--- config.mk ---
export PLATFORM = sky130hd
export DESIGN_NAME = uart_tx_fifo_flat
export DESIGN_NICKNAME = d
export VERILOG_FILES = /design/src/rtl/uart_tx_fifo_if.sv /design/src/rtl/uart_tx_fifo.sv /design/src/flat_wrapper.sv
export SDC_FILE = /design/constraint.sdc
export NUM_CORES = 1
export LEC_CHECK = 0
export BUFFER_PORTS_ARGS = -buffer_cell sky130_fd_sc_hd__buf_4
export CAP_MARGIN = 20
export CORE_ASPECT_RATIO = 0.75
export CORE_MARGIN = 3
export CORE_UTILIZATION = 61
export CTS_CLUSTER_DIAMETER = 80
export DETAILED_ROUTE_END_ITERATION = 6
export PLACE_DENSITY = 0.84
export REMOVE_ABC_BUFFERS = 1
export SLEW_MARGIN = 20
export SYNTH_ARGS = -nofsm -noshare
export SYNTH_HDL_FRONTEND = slang
export SYNTH_SLANG_ARGS = --single-unit
--- constraint.sdc ---
create_clock -name clk -period 2.3 [get_ports clk]
set_input_delay 0.46 -clock clk [delete_from_list [all_inputs] [get_ports clk]]
set_output_delay 0.46 -clock clk [all_outputs]
set_load 0.02 [all_outputs]
--- src/rtl/uart_tx_fifo_if.sv ---
// Handshake bundle between the CPU write side, the byte FIFO and the UART transmitter.
// master = bus/transmitter side driving the FIFO, slave = the FIFO itself.
interface uart_tx_fifo_if #(
    parameter int DEPTH_LOG2 = 4
);
    logic                  wr_en;
    logic [7:0]            wr_data;
    logic                  flush;
    logic                  full;
    logic                  empty;
    logic [DEPTH_LOG2:0]   count;
    logic                  overflow;
    logic                  tx_ready;
    logic [7:0]            tx_data;
    logic                  tx_busy;

    modport master (
        output wr_en, wr_data, flush, tx_busy,
        input  full, empty, count, overflow, tx_ready, tx_data
    );

    modport slave (
        input  wr_en, wr_data, flush, tx_busy,
        output full, empty, count, overflow, tx_ready, tx_data
    );
endinterface

--- src/rtl/uart_tx_fifo.sv ---
// Byte FIFO feeding a UART transmitter: single-cycle pushes in, one byte at a time out
// through a tx_ready pulse / tx_busy handshake. Flags are registered views of the count.
module uart_tx_fifo #(
    parameter int DEPTH_LOG2 = 4
) (
    input  logic         clk,
    input  logic         reset,
    uart_tx_fifo_if.slave bus
);
    localparam int DEPTH = 1 << DEPTH_LOG2;
    localparam logic [DEPTH_LOG2-1:0] PTR_ONE  = 1;
    localparam logic [DEPTH_LOG2:0]   CNT_ONE  = 1;
    localparam logic [DEPTH_LOG2:0]   CNT_FULL = (DEPTH_LOG2+1)'(DEPTH);

    typedef enum logic [1:0] {
        IDLE      = 2'd0,
        ISSUE     = 2'd1,
        WAIT_BUSY = 2'd2,
        WAIT_DONE = 2'd3
    } state_e;

    state_e                 state_q, state_d;
    logic [7:0]             mem_q [DEPTH];
    logic [DEPTH_LOG2-1:0]  wr_ptr_q, wr_ptr_d;
    logic [DEPTH_LOG2-1:0]  rd_ptr_q, rd_ptr_d;
    logic [DEPTH_LOG2:0]    count_q, count_d;
    logic                   full_q, full_d;
    logic                   empty_q, empty_d;
    logic                   ovf_q, ovf_d;
    logic                   rdy_q, rdy_d;
    logic [7:0]             data_q, data_d;

    logic push, drop, pop;

    // Full is the registered pre-edge view, so a push that meets a same-cycle pop
    // while full is still dropped.
    always_comb begin
        push = bus.wr_en && !full_q && !bus.flush;
        drop = bus.wr_en &&  full_q && !bus.flush;
        pop  = (state_q == IDLE) && !empty_q && !bus.flush;
    end

    always_comb begin
        state_d = state_q;
        rdy_d   = rdy_q;
        data_d  = data_q;
        case (state_q)
            IDLE: begin
                if (pop) begin
                    state_d = ISSUE;
                    rdy_d   = 1'b1;
                    data_d  = mem_q[rd_ptr_q];
                end
            end
            ISSUE: begin
                rdy_d   = 1'b0;
                state_d = WAIT_BUSY;
            end
            WAIT_BUSY: begin
                if (bus.tx_busy) state_d = WAIT_DONE;
            end
            WAIT_DONE: begin
                if (!bus.tx_busy) state_d = IDLE;
            end
            default: state_d = IDLE;
        endcase
    end

    // Flush only clears the queue; an issued byte and the FSM carry on untouched.
    always_comb begin
        wr_ptr_d = wr_ptr_q;
        rd_ptr_d = rd_ptr_q;
        count_d  = count_q;
        ovf_d    = ovf_q;
        if (bus.flush) begin
            wr_ptr_d = '0;
            rd_ptr_d = '0;
            count_d  = '0;
            ovf_d    = 1'b0;
        end else begin
            if (push) wr_ptr_d = wr_ptr_q + PTR_ONE;
            if (pop)  rd_ptr_d = rd_ptr_q + PTR_ONE;
            if (push && !pop)      count_d = count_q + CNT_ONE;
            else if (pop && !push) count_d = count_q - CNT_ONE;
            if (drop) ovf_d = 1'b1;
        end
        full_d  = (count_d == CNT_FULL);
        empty_d = (count_d == '0);
    end

    always_ff @(posedge clk) begin
        if (push) mem_q[wr_ptr_q] <= bus.wr_data;
    end

    always_ff @(posedge clk) begin
        if (reset) begin
            state_q  <= IDLE;
            wr_ptr_q <= '0;
            rd_ptr_q <= '0;
            count_q  <= '0;
            full_q   <= 1'b0;
            empty_q  <= 1'b1;
            ovf_q    <= 1'b0;
            rdy_q    <= 1'b0;
            data_q   <= 8'h00;
        end else begin
            state_q  <= state_d;
            wr_ptr_q <= wr_ptr_d;
            rd_ptr_q <= rd_ptr_d;
            count_q  <= count_d;
            full_q   <= full_d;
            empty_q  <= empty_d;
            ovf_q    <= ovf_d;
            rdy_q    <= rdy_d;
            data_q   <= data_d;
        end
    end

    assign bus.full     = full_q;
    assign bus.empty    = empty_q;
    assign bus.count    = count_q;
    assign bus.overflow = ovf_q;
    assign bus.tx_ready = rdy_q;
    assign bus.tx_data  = data_q;
endmodule

--- src/flat_wrapper.sv ---
// flat-port wrapper written by rule: the top's interface ports become plain ports
module uart_tx_fifo_flat 
#(
    parameter int DEPTH_LOG2 = 4
)
  (clk, reset, bus_wr_en, bus_wr_data, bus_flush, bus_tx_busy, bus_full, bus_empty, bus_count, bus_overflow, bus_tx_ready, bus_tx_data);
  uart_tx_fifo_if #(.DEPTH_LOG2(DEPTH_LOG2)) bus_i ();
  input  logic clk;
  input  logic reset;
  input wire logic [$bits(bus_i.wr_en)-1:0] bus_wr_en;
  input wire logic [$bits(bus_i.wr_data)-1:0] bus_wr_data;
  input wire logic [$bits(bus_i.flush)-1:0] bus_flush;
  input wire logic [$bits(bus_i.tx_busy)-1:0] bus_tx_busy;
  output wire logic [$bits(bus_i.full)-1:0] bus_full;
  output wire logic [$bits(bus_i.empty)-1:0] bus_empty;
  output wire logic [$bits(bus_i.count)-1:0] bus_count;
  output wire logic [$bits(bus_i.overflow)-1:0] bus_overflow;
  output wire logic [$bits(bus_i.tx_ready)-1:0] bus_tx_ready;
  output wire logic [$bits(bus_i.tx_data)-1:0] bus_tx_data;
  assign bus_i.wr_en = bus_wr_en;
  assign bus_i.wr_data = bus_wr_data;
  assign bus_i.flush = bus_flush;
  assign bus_i.tx_busy = bus_tx_busy;
  assign bus_full = bus_i.full;
  assign bus_empty = bus_i.empty;
  assign bus_count = bus_i.count;
  assign bus_overflow = bus_i.overflow;
  assign bus_tx_ready = bus_i.tx_ready;
  assign bus_tx_data = bus_i.tx_data;
  uart_tx_fifo #(.DEPTH_LOG2(DEPTH_LOG2)) u_core (.clk(clk), .reset(reset), .bus(bus_i));
endmodule
### After elaboration in Yosys (flattened, before gate mapping)

Memories as Yosys holds them, arrays and structs flattened. A register that Yosys moved wholly into a read port is not among the register bits.
Index checks and enable logic that the tools add are counted.

| storage, ports and cells | value |
|---|---|
| word-level logic and storage cells | 51 |
| output and inout port bits | 17 |
| bits in writable memories | 128 |
| bits in registers | 19 |
| memories kept | 1 |
| bits of input ports | 13 |

Memories:

| memory | depth | width | read ports | clocked after Yosys merged registers in | wr ports | line | text |
|---|---|---|---|---|---|---|---|
| u_core.mem_q | 16 | 8 | 1 | 1 | 1 | uart_tx_fifo.sv:23 | `logic [7:0] mem_q [DEPTH];` |

| operators by class | value |
|---|---|
| mux-type cells | 11 |
| $add $sub $neg | 4 |
| reduce and logical (&&, ||, !) cells | 20 |
| eq/ne operators | 7 |

Operators with widths:

| operator | count |
|---|---|
| $mux 5 | 3 |
| $add 4x1->4 const B | 2 |
| $logic_and 1x1->1 | 8 |
| $pmux 2 s4 | 1 |
| $mux 2 | 3 |
| $add 5x1->5 const B | 1 |
| $eq 5x5->1 const B | 1 |
| $logic_not 1->1 | 5 |
| $logic_not 5->1 | 1 |
| $sub 5x1->5 const B | 1 |
| $eq 2x2->1 const B | 2 |
| $ne 2x2->1 const B | 2 |
| $reduce_and 2->1 | 2 |
| $mux 1 | 3 |
| $reduce_and 3->1 | 1 |
| $eq 2x1->1 const B | 1 |
| $logic_not 2->1 | 1 |
| $ne 2x1->1 const B | 1 |
| $pmux 1 s2 | 1 |
| $reduce_bool 2->1 | 1 |
| $reduce_or 2->1 | 1 |

### Depth between registers and ports, before layout

Gate-level depths: netlist of the first run.

| depth | value |
|---|---|
| depth in word-level cells | 9 |
| depth in mapped cells | 8 |
| mapped depth without buffers | 7 |

### Worst setup path before layout of the first run

No wires, ideal clock.

| timing path | value |
|---|---|
| path type | input port to flip-flop |
| from | in bus_flush |
| to | mem u_core.mem_q[3][0], enable pin |
| setup slack | 0.231 ns |
| arrival | 1.685 ns |
| stages | 4 |
| required time | 1.917 ns |
| path buffers | 1 |
| library setup time | 0.383 ns |
| cell sequence | buf_6 > nor3b_4 > nand2_1 > nor3_1 |

| on the way | value |
|---|---|
| cells in the longest elaborated chain, start to end | 4 |

RTL lines:

| item | line | text |
|---|---|---|
| start, declared | flat_wrapper.sv:12 | `input wire logic [$bits(bus_i.flush)-1:0] bus_flush;` |
| $logic_not 1->1 | uart_tx_fifo.sv:38 | `push = bus.wr_en && !full_q && !bus.flush;` |
| $logic_and 1x1->1 | uart_tx_fifo.sv:38 |  |
| $mux 1 | uart_tx_fifo.sv:92 | `if (push) mem_q[wr_ptr_q] <= bus.wr_data;` |
| $mux 1 (not written as such) | uart_tx_fifo.sv:92 |  |
| end, declared | uart_tx_fifo.sv:23 |  |

No other way between the ends.

### Final worst setup path of the first run

| timing path | value |
|---|---|
| from | reg u_core.state_q[0] |
| to | reg u_core.empty_q, in the netlist u_core.bus.empty |

| on the way | value |
|---|---|
| cells in the longest elaborated chain, start to end | 8 |
| elaborated cells on any way between the ends | 10 |
| those cells by class | mux: 3; reduce/logical: 7 |

RTL lines:

| item | line | text |
|---|---|---|
| start, declared | uart_tx_fifo.sv:22 | `state_e state_q, state_d;` |
| start signal, assigned | uart_tx_fifo.sv:107 | `state_q <= state_d;` |
| $logic_not 2->1 (*) | uart_tx_fifo.sv:40 | `pop = (state_q == IDLE) && !empty_q && !bus.flush;` |
| $logic_and 1x1->1 (*) (2 in series) | uart_tx_fifo.sv:40 |  |
| $logic_and 1x1->1 or $logic_not 1->1 (tied branches) | uart_tx_fifo.sv:84, uart_tx_fifo.sv:83 |  |
| $mux 5 or $logic_and 1x1->1 (tied branches) | uart_tx_fifo.sv:84, uart_tx_fifo.sv:83 |  |
| $mux 5 (*) | uart_tx_fifo.sv:83 | `if (push && !pop) count_d = count_q + CNT_ONE;` |
| $mux 5 (*) | uart_tx_fifo.sv:75 | `if (bus.flush) begin` |
| $logic_not 5->1 (*) | uart_tx_fifo.sv:88 | `empty_d = (count_d == '0);` |
| end signal, assigned | uart_tx_fifo.sv:112 | `empty_q <= empty_d;` |
| end, declared | uart_tx_fifo.sv:28 | `logic empty_q, empty_d;` |

Mark *: on every way between the ends. The rest lies on a longest branch, timed or not.
A chain may end at the register's enable or synchronous reset.

==> results.sh, run 1 <==
export IMPL_clock_sinks=155
export IMPL_power_leakage_nw=2.46
export IMPL_synth_edf_count=128
export IMPL_drt_iter0_markers=483
export IMPL_path_buf_inv=1
export IMPL_cp_data_required_time_ns=2.60
export IMPL_drcViolationCount=0
export IMPL_crit_path_cell_trace="inv_1 > ha_1 > nor2b_1 > nand3_1 > a211o_2 > o211ai_2 > o31ai_2"
export IMPL_ys_seq_area_share_pct=70.1
export IMPL_synth_top_cell_by_area="edfxtp_1"
export IMPL_synth_commonest_cells="128 x edfxtp_1, 39 x nor2_1, 32 x mux4_2"
export IMPL_htreeDepth=4
export IMPL_place_congestion=0.862
export IMPL_holdPathStages=3
export IMPL_avgSynthCellArea_um2=16.6
export IMPL_period_needed_ns=2.12
export IMPL_drt_vias_per_instance=6.31
export IMPL_p_per_area_mw_per_mm2=866
export IMPL_finalSetupViolations=0
export IMPL_relSlewSlack_pct=57.3
export IMPL_post_route_util_pct=74.3
export IMPL_finalMaxSlewViolations=0
export IMPL_io_buffer_count=29
export IMPL_antenna_cells=0
export IMPL_cts_resized=0
export IMPL_drive_gt1_share_pct=27.2
export IMPL_start_kind="flop"
export IMPL_drt_wl_total_um=13900
export IMPL_cts_tree="yes"
export IMPL_arrival_ns=2.43
export IMPL_drv_cap=0
export IMPL_rr_worst_depth=7
export IMPL_area_growth_pct=16.5
export IMPL_crit_fanout=7
export IMPL_synthFlopType="edfxtp_1"
export IMPL_crit_slowest_cell="nor2b_1"
export IMPL_io_pins=30
export IMPL_synth_top_area_share_pct=61.4
export IMPL_synthCells=376
export IMPL_hold_violations=0
export IMPL_finalPower_mw=6.31
export IMPL_die_width_um=123
export IMPL_cp_end_kind="flop"
export IMPL_grt_total_usage_pct=26.4
export IMPL_post_cts_buffers=0
export IMPL_cts_buffers=17
export IMPL_ys_types=42
export IMPL_async_flop_share_pct=0
export IMPL_dieArea_mm2=0.0115
export IMPL_clkSlewWorstSetupHoldPaths_ns=0.06
export IMPL_tightest_slew_ns=0.639
export IMPL_crit_cells=7
export IMPL_grt_pass1_vias=3762
export IMPL_drtPass1Iterations=5
export IMPL_rsz0062_at_grt="no"
export IMPL_core_area_mm2=0.00981
export IMPL_status="completed"
export IMPL_wl_per_cell_um=24.3
export IMPL_finClkSkew_ns=0.00743
export IMPL_die_h_um=93.7
export IMPL_slowest_delay_ns=0.49
export IMPL_antenna_left=0
export IMPL_min_path_type="input pin to flop"
export IMPL_synthesis_area_mm2=0.00626
export IMPL_place_hpwl_um=8450
export IMPL_antenna_found_initial=0
export IMPL_max_freq_mhz=471
export IMPL_irDropWorstVdd_v=0.00107
export IMPL_yosysWarnings=0
export IMPL_timing_final_crit_share_pct=92.3
export IMPL_clock_path_buffers=2
export IMPL_crit_type="flop to flop"
export IMPL_grt_pass1_wl_um=21400
export IMPL_grt_max_degree=36
export IMPL_clk_latency_ns=0.42
export IMPL_grt_overflow_total=0
export IMPL_num_vias=3597
export IMPL_yosysMostFrequentCell="edfxtp_1"
export IMPL_synthTopCellsByArea="edfxtp_1 61%, mux4_2 12%, dfxtp_1 8.6%, ha_1 2.4%, nor2_1 2.3%"
export IMPL_rows=31
export IMPL_cts_root_buffer="clkbuf_16"
export IMPL_start_util_pct=63.8
export IMPL_worst_path_dominant_cell_family="simple AND/OR/NAND/NOR gates"
export IMPL_ys_ff_latch=155
export IMPL_nNetsFinal=450
export IMPL_ctsHoldBuffers=0
==> layer usage <==
metal  part of all wire (%)  GRT usage, %  routed length (µm)  up-vias
met5                      0             0                   0        -
met1                     41          36.9                5670     1824
met3                    8.6          7.83                1190       21
li1                       -             -                   -     1562
met2                     49          40.5                6830      190
met4                    1.3          8.29                 182        0
==> worst register-to-register path, delay by kind of cell (launching register included) <==
kind | cells | cell delay (ns)
and+or+nand+nor | 2 | 0.73
buffers and inverters | 1 | 0.14
DFF | 1 | 0.33
adders and majority gates | 1 | 0.25
AOI/OAI and AO/OA | 3 | 0.56
==> metrics by stage <==
stage,cells,area (µm²),hold slack (ns),TNS (ns),worst slack (ns)
3_3_place_gp,538,6730,0.462,0,0.320
4_1_cts,570,7290,0.315,0,0.226
5_1_grt,570,7290,0.343,0,0.0576
6_report,570,7290,0.329,0,0.177
3_5_place_dp,538,6730,0.477,0,0.276
2_1_floorplan,356,6160,0.463,-3.14,-0.394
==> power by group <==
group	switching, mW	internal [mW]
Combinational	0.325	0.222
Sequential	0.0437	3.08
Clock	1.05	1.59
==> layout by cell type (no fill, tap or decap), types with 3 or more instances in the layout <==
master	Yosys	layout
mux4_2	32	32
inv_1	8	8
dfxtp_1	27	26
nor3_1	7	7
clkbuf_1	7	4
nor2b_1	5	5
clkbuf_16	0	19
a21oi_1	21	21
nand2b_1	4	4
xor2_1	5	5
ha_1	12	12
xnor2_1	3	3
clkbuf_8	0	3
a22oi_1	16	16
nand3_1	5	5
nor2_1	39	39
edfxtp_1	128	128
clkinv_2	0	4
nand2_1	14	14
nand4_1	5	5
and2_1	3	3
buf_4	1	48
a211oi_1	3	3
==> area by class of cell <==
type                            count  area (µm²)
Clock buffer                       26         532
Clock inverter                      6        30.0
Fill cell                         554        2530
Inverter                            8        30.0
Multi-Input combinational cell    193        1740
Sequential cell                   155        4390
Tap cell                          132         165
Timing Repair Buffer               50         400
==> sequential cells by signal (all words and copies together), names as in the netlist <==
signal	count
u_core.bus.count	5
u_core.bus.empty	1
u_core.bus.full	1
u_core.bus.overflow	1
u_core.bus.tx_data	8
u_core.bus.tx_ready	1
u_core.mem_q	128
u_core.rd_ptr_q	4
u_core.state_q	2
u_core.wr_ptr_q	4
==> cell families after synthesis <==
| kind of cell | Yosys count | synth area share, % |
|---|---|---|
| flops | 155 | 70.1 |
| simple gates | 95 | 7.90 |
| compound gates | 45 | 4.78 |
| mux | 33 | 11.7 |
| buf+inv | 28 | 2.04 |
| fa+ha+maj | 12 | 2.40 |
| xor+xnor | 8 | 1.12 |
==> path summary, 6_finish.rpt <==
kind,slack (ns),end,startpoint
setup reg to reg,0.18,u_core.bus.empty,u_core.state_q[0]
hold / removal,0.33,u_core.bus.overflow,bus_wr_en
hold reg to reg,0.49,u_core.bus.overflow,u_core.bus.overflow
setup / recovery,0.18,u_core.bus.empty,u_core.state_q[0]
Note: power is estimated with default switching activity, not from simulation.
==> inputs of run 2 (changes only) <==
--- a/config.mk
+++ b/config.mk
@@ -13,7 +13,6 @@
 export CTS_CLUSTER_DIAMETER = 80
 export DETAILED_ROUTE_END_ITERATION = 6
 export PLACE_DENSITY = 0.84
-export REMOVE_ABC_BUFFERS = 1
 export SLEW_MARGIN = 20
 export SYNTH_ARGS = -nofsm -noshare
 export SYNTH_HDL_FRONTEND = slang
==> run 2 against run 1 <==
Clock-buffer cell count shrank 5. Critical path type unchanged. Wire length decreased by 6.0%. Critical endpoint is now u_core.state_q[0]. Fmax rose by 3.7%. Largest cell class unchanged.
==> results.sh, run 2 (synthesis gave the netlist of run 1 again) <==
export IMPL_stdcell_count=572
export IMPL_n_fill_cell=559
export IMPL_multi_input_area_mm2=0.00175
export IMPL_clk_latency_ns=0.43
export IMPL_drt_wl_total_um=13000
export IMPL_dp_cells=540
export IMPL_place_area_mm2=0.00674
export IMPL_finalPower_mw=6.57
export IMPL_finalSetupTns_ns=0
export IMPL_grt_max_degree=27
export IMPL_area_growth_pct=17.9
export IMPL_cp_data_required_time_ns=2.60
export IMPL_p_per_area_mw_per_mm2=891
export IMPL_grt_total_usage_pct=25.3
export IMPL_status="completed"
export IMPL_ff_latch_area_mm2=0.00439
export IMPL_antenna_cells=0
export IMPL_postLayoutCellArea_mm2=0.00738
export IMPL_start_kind="flop"
export IMPL_finalSetupViolations=0
export IMPL_drt_iter0_markers=451
export IMPL_syn_nets=401
export IMPL_finalMaxSlewViolations=0
export IMPL_holdPathStages=2
export IMPL_io_buffer_count=29
export IMPL_dieArea_mm2=0.0115
export IMPL_crit_path_cell_trace="inv_1 > ha_1 > or3b_1 > nand2_1 > nand2_1 > nor3_1 > a211oi_1"
export IMPL_power_leakage_nw=2.49
export IMPL_rows=31
export IMPL_place_congestion=0.811
export IMPL_drt_vias_per_instance=6.27
export IMPL_clkSlewWorstSetupHoldPaths_ns=0.06
export IMPL_crit_slowest_cell="or3b_1"
export IMPL_ctsHoldBuffers=0
export IMPL_nNetsFinal=452
export IMPL_io_pins=30
export IMPL_tightest_slew_ns=0.701
export IMPL_period_needed_ns=2.05
export IMPL_finClkSkew_ns=0.0142
export IMPL_drive_gt1_share_pct=28.9
export IMPL_max_freq_mhz=488
export IMPL_irDropWorstVdd_v=0.000773
export IMPL_rr_worst_depth=7
export IMPL_clock_sinks=155
export IMPL_drtPass1Iterations=5
export IMPL_largest_register_ffs=128
export IMPL_crit_fanout=17
export IMPL_die_h_um=93.7
export IMPL_core_area_mm2=0.00981
export IMPL_arrival_ns=2.35
export IMPL_drcViolationCount=0
export IMPL_antenna_left=0
export IMPL_cts_buffers=17
export IMPL_antenna_found_initial=0
export IMPL_slowest_delay_ns=0.65
export IMPL_post_route_util_pct=75.2
export IMPL_num_vias=3584
export IMPL_start_util_pct=63.8
export IMPL_timing_final_crit_share_pct=89.0
export IMPL_grt_overflow_total=0
export IMPL_final_cell_mix="128 x edfxtp_1, 50 x buf_4, 39 x nor2_1"
export IMPL_layout_commonest_cell="edfxtp_1"
export IMPL_rsz0062_at_grt="no"
export IMPL_drv_cap=0
export IMPL_min_path_type="input pin to flop"
export IMPL_crit_path_frequent_cell="nand2_1"
export IMPL_place_hpwl_um=8320
export IMPL_regMostFlops="u_core.mem_q"
export IMPL_die_width_um=123
export IMPL_clock_path_buffers=2
export IMPL_cts_tree="yes"
export IMPL_cp_end_kind="flop"
export IMPL_cts_root_buffer="clkbuf_16"
export IMPL_wl_per_cell_um=22.8
export IMPL_htreeDepth=4
export IMPL_hold_violations=0
export IMPL_crit_type="flop to flop"
export IMPL_grt_pass1_vias=3570
export IMPL_relSlewSlack_pct=53.2
export IMPL_grt_pass1_wl_um=20500
==> run 2: cell types whose count changed in the layout (fill, tap and decap cells not counted), moves of 2 or more <==
cell        delta
clkinv_4       +2
clkbuf_1       -4
bufinv_16      +2
buf_4          +2
clkinv_2       -3
clkinvlp_4     +4
inv_6          +2
==> run 2: where the power goes <==
group	leakage, nW	internal [mW]	switching [mW]
clock network	0.299	1.79	1.11
logic	0.820	0.226	0.317
registers	1.37	3.08	0.0415
total	2.49	5.10	1.47
==> run 2: worst max-delay path: cells and delay by family (launching register included) <==
family          cells  cell delay [ns]
simple gates        4             1.11
flops               1             0.34
fa+ha+maj           1             0.28
buf+inv             1             0.13
compound gates      1             0.07
==> run 2: layout make-up <==
type	count	share of cell area, %
Sequential cell	155	59.5
Timing Repair Buffer	52	5.63
Multi-Input combinational cell	193	23.7
Tap cell	132	2.24
Clock buffer	21	6.82
Inverter	8	0.407
Clock inverter	11	1.76
==> run 2: metal layers <==
layer	track usage, %	share of wire, %
met5	0	0
met1	37.1	42
met2	37.0	47
met3	6.74	9.3
met4	9.60	1.5
==> run 2: per-stage QoR <==
| stage | setup WS [ns] | hold WS (ns) |
|---|---|---|
| 6_report | 0.253 | 0.322 |
| 3_5_place_dp | 0.200 | 0.487 |
| 2_1_floorplan | 0.231 | 0.469 |
| 3_3_place_gp | 0.315 | 0.456 |
| 5_1_grt | 0.0617 | 0.326 |
| 4_1_cts | 0.141 | 0.307 |
==> run 2: final timing paths <==
| kind | startpoint | end | slack (ns) |
|---|---|---|---|
| setup / recovery | u_core.state_q[0] | u_core.state_q[0] | 0.25 |
| hold / removal | reset | u_core.state_q[1] | 0.32 |
| setup reg to reg | u_core.state_q[0] | u_core.state_q[0] | 0.25 |
| hold reg to reg | u_core.bus.overflow | u_core.bus.overflow | 0.50 |
==> run 2: repair_timing <==
item	CTS	global route
gates resized for setup	0	1
buffers inserted	0	0
setup endpoints to repair	0	2
==> inputs of run 3 (changes only) <==
==> constraint.sdc (replaced) <==
create_clock -name clk -period 2 [get_ports clk]
set_input_delay 0.4 -clock clk [delete_from_list [all_inputs] [get_ports clk]]
set_output_delay 0.4 -clock clk [all_outputs]
set_load 0.02 [all_outputs]
==> run 3 against run 2 <==
Wire length up 4.5%. Utilization up 0.50 points. Non-clock buffer count up 8. Die area unchanged. Fmax up 7.5%. Cell area up 0.66%. First-iteration DRC count down 11%. Largest power group unchanged.
==> results.sh, run 3 (synthesis gave the netlist of run 1 again) <==
export IMPL_p_per_area_mw_per_mm2=992
export IMPL_drive_gt1_share_pct=31.0
export IMPL_grt_pass1_wl_um=21200
export IMPL_core_area_mm2=0.00981
export IMPL_area_growth_pct=18.7
export IMPL_rr_worst_depth=5
export IMPL_rows=31
export IMPL_grt_pass1_vias=3702
export IMPL_clkSlewWorstSetupHoldPaths_ns=0.06
export IMPL_drt_wl_total_um=13600
export IMPL_finalSetupTns_ns=0
export IMPL_postLayoutCellArea_mm2=0.00742
export IMPL_wl_per_cell_um=23.5
export IMPL_period_needed_ns=1.90
export IMPL_htreeDepth=4
export IMPL_die_h_um=93.7
export IMPL_crit_type="flop to flop"
export IMPL_cts_buffers=17
export IMPL_crit_path_cell_trace="buf_4 > nor3b_4 > nand2_1 > nor2_1 > buf_4"
export IMPL_finClkSkew_ns=0.00814
export IMPL_tightest_slew_ns=0.412
export IMPL_nNetsFinal=460
export IMPL_layout_commonest_cell="edfxtp_1"
export IMPL_start_kind="flop"
export IMPL_relSlewSlack_pct=72.5
export IMPL_cp_end_kind="flop"
export IMPL_antenna_cells=0
export IMPL_die_width_um=123
export IMPL_p_comb_share_pct=9.2
export IMPL_place_congestion=0.958
export IMPL_p_int_mw=5.72
export IMPL_drt_iter0_markers=401
export IMPL_crit_slowest_cell="nor3b_4"
export IMPL_grt_overflow_total=0
export IMPL_regMostFlops="u_core.mem_q"
export IMPL_drcViolationCount=0
export IMPL_power_switching_share_pct=22.4
export IMPL_finalPower_mw=7.37
export IMPL_final_cell_mix="128 x edfxtp_1, 57 x buf_4, 38 x nor2_1"
export IMPL_dieArea_mm2=0.0115
export IMPL_crit_path_frequent_cell="buf_4"
export IMPL_wl_met1_um=5620
export IMPL_clock_path_buffers=2
export IMPL_switching_power_mw=1.65
export IMPL_antenna_found_initial=0
export IMPL_place_hpwl_um=8460
export IMPL_arrival_ns=2.02
export IMPL_wl_met3_um=1090
export IMPL_max_freq_mhz=525
export IMPL_fin_ws_ns=0.0964
export IMPL_timing_final_crit_share_pct=95.2
export IMPL_num_vias=3656
export IMPL_clkPwrFrac_pct=42.0
export IMPL_finalSetupViolations=0
export IMPL_hold_violations=0
export IMPL_met2_length_um=6570
export IMPL_status="completed"
export IMPL_hold_path_end="u_core.state_q[1]"
export IMPL_syn_nets=401
export IMPL_cp_data_required_time_ns=2.12
export IMPL_place_area_mm2=0.00682
export IMPL_cts_root_buffer="clkbuf_16"
export IMPL_drv_cap=0
export IMPL_min_path_type="input pin to flop"
export IMPL_worstHoldStart="reset"
export IMPL_io_pins=30
export IMPL_antenna_left=0
export IMPL_reg2reg_from="u_core.bus.full"
export IMPL_grt_total_usage_pct=26.1
export IMPL_crit_fanout=8
export IMPL_largest_register_ffs=128
export IMPL_clock_sinks=155
export IMPL_pre_cts_slack_ns=-0.0313
export IMPL_r2r_slack_ns=0.1
export IMPL_clk_latency_ns=0.42
export IMPL_drt_vias_per_instance=6.30
export IMPL_grt_max_degree=32
export IMPL_irDropWorstVdd_v=0.000597
export IMPL_n_fill_cell=542
export IMPL_cts_tree="yes"
export IMPL_power_leakage_nw=2.53
export IMPL_io_buffer_count=29
export IMPL_start_util_pct=63.8
export IMPL_post_cts_buffers=0
export IMPL_holdPathStages=2
export IMPL_drtPass1Iterations=5
export IMPL_r2r_end="u_core.mem_q[15][4]"
export IMPL_routed_top_layer="met4"
export IMPL_post_route_util_pct=75.7
export IMPL_slowest_delay_ns=0.40
export IMPL_pwr_share_seq_pct=48.8
export IMPL_finalMaxSlewViolations=0
[run 3: layout make-up]
class | count | area [µm²] | area share (%)
Multi-Input combinational cell | 193 | 1780 | 24.0
Clock buffer | 25 | 507 | 6.83
Clock inverter | 7 | 63.8 | 0.859
Tap cell | 132 | 165 | 2.22
Inverter | 8 | 30.0 | 0.404
Sequential cell | 155 | 4390 | 59.1
Timing Repair Buffer | 60 | 488 | 6.57
[run 3: what timing repair did]
action                                  CTS  global route
pin swaps                                 0             2
hold buffers                              0             0
endpoints found under the setup margin    2             8
gates resized for setup                   1            10
[run 3: metal layers]
metal / vias up / global-route usage (%)
met2: 192 / 38.7
met3: 30 / 7.16
met5: - / 0
li1: 1581 / -
met4: 0 / 11.1
met1: 1853 / 36.8
[run 3: through the flow]
step                std cells  hold slack [ns]
floorplan                 376            0.469
global placement          548            0.469
detailed placement        548            0.482
CTS                       580            0.237
global route              580            0.272
finish                    580            0.253
[run 3: critical path, delay by kind of cell (launching register included)]
| family | cells | cell delay [ns] |
|---|---|---|
| AND/OR/NAND/NOR | 3 | 0.90 |
| flip-flops | 1 | 0.32 |
| buffers and inverters | 2 | 0.38 |
[run 3: worst max path at each step]
stage | startpoint | to | cells after the start
2_1_floorplan | bus_flush | u_core.mem_q[0][0] | 4
3_3_place_gp | bus_flush | u_core.bus.empty | 6
3_5_place_dp | u_core.state_q[0] | u_core.bus.empty | 7
4_1_cts | u_core.bus.count[1] | u_core.bus.full | 6
5_1_grt | u_core.state_q[1] | u_core.bus.empty | 8
6_report | u_core.bus.full | u_core.mem_q[15][4] | 5
[run 3: power groups by stage]
stage / clock network, mW / logic, mW / registers [mW]
2_1_floorplan: 0 / 0.376 / 3.67
3_3_place_gp: 0 / 0.605 / 3.65
3_5_place_dp: 0 / 0.641 / 3.65
4_1_cts: 3.12 / 0.652 / 3.58
5_1_grt: 3.23 / 0.747 / 3.59
6_report: 3.10 / 0.679 / 3.59
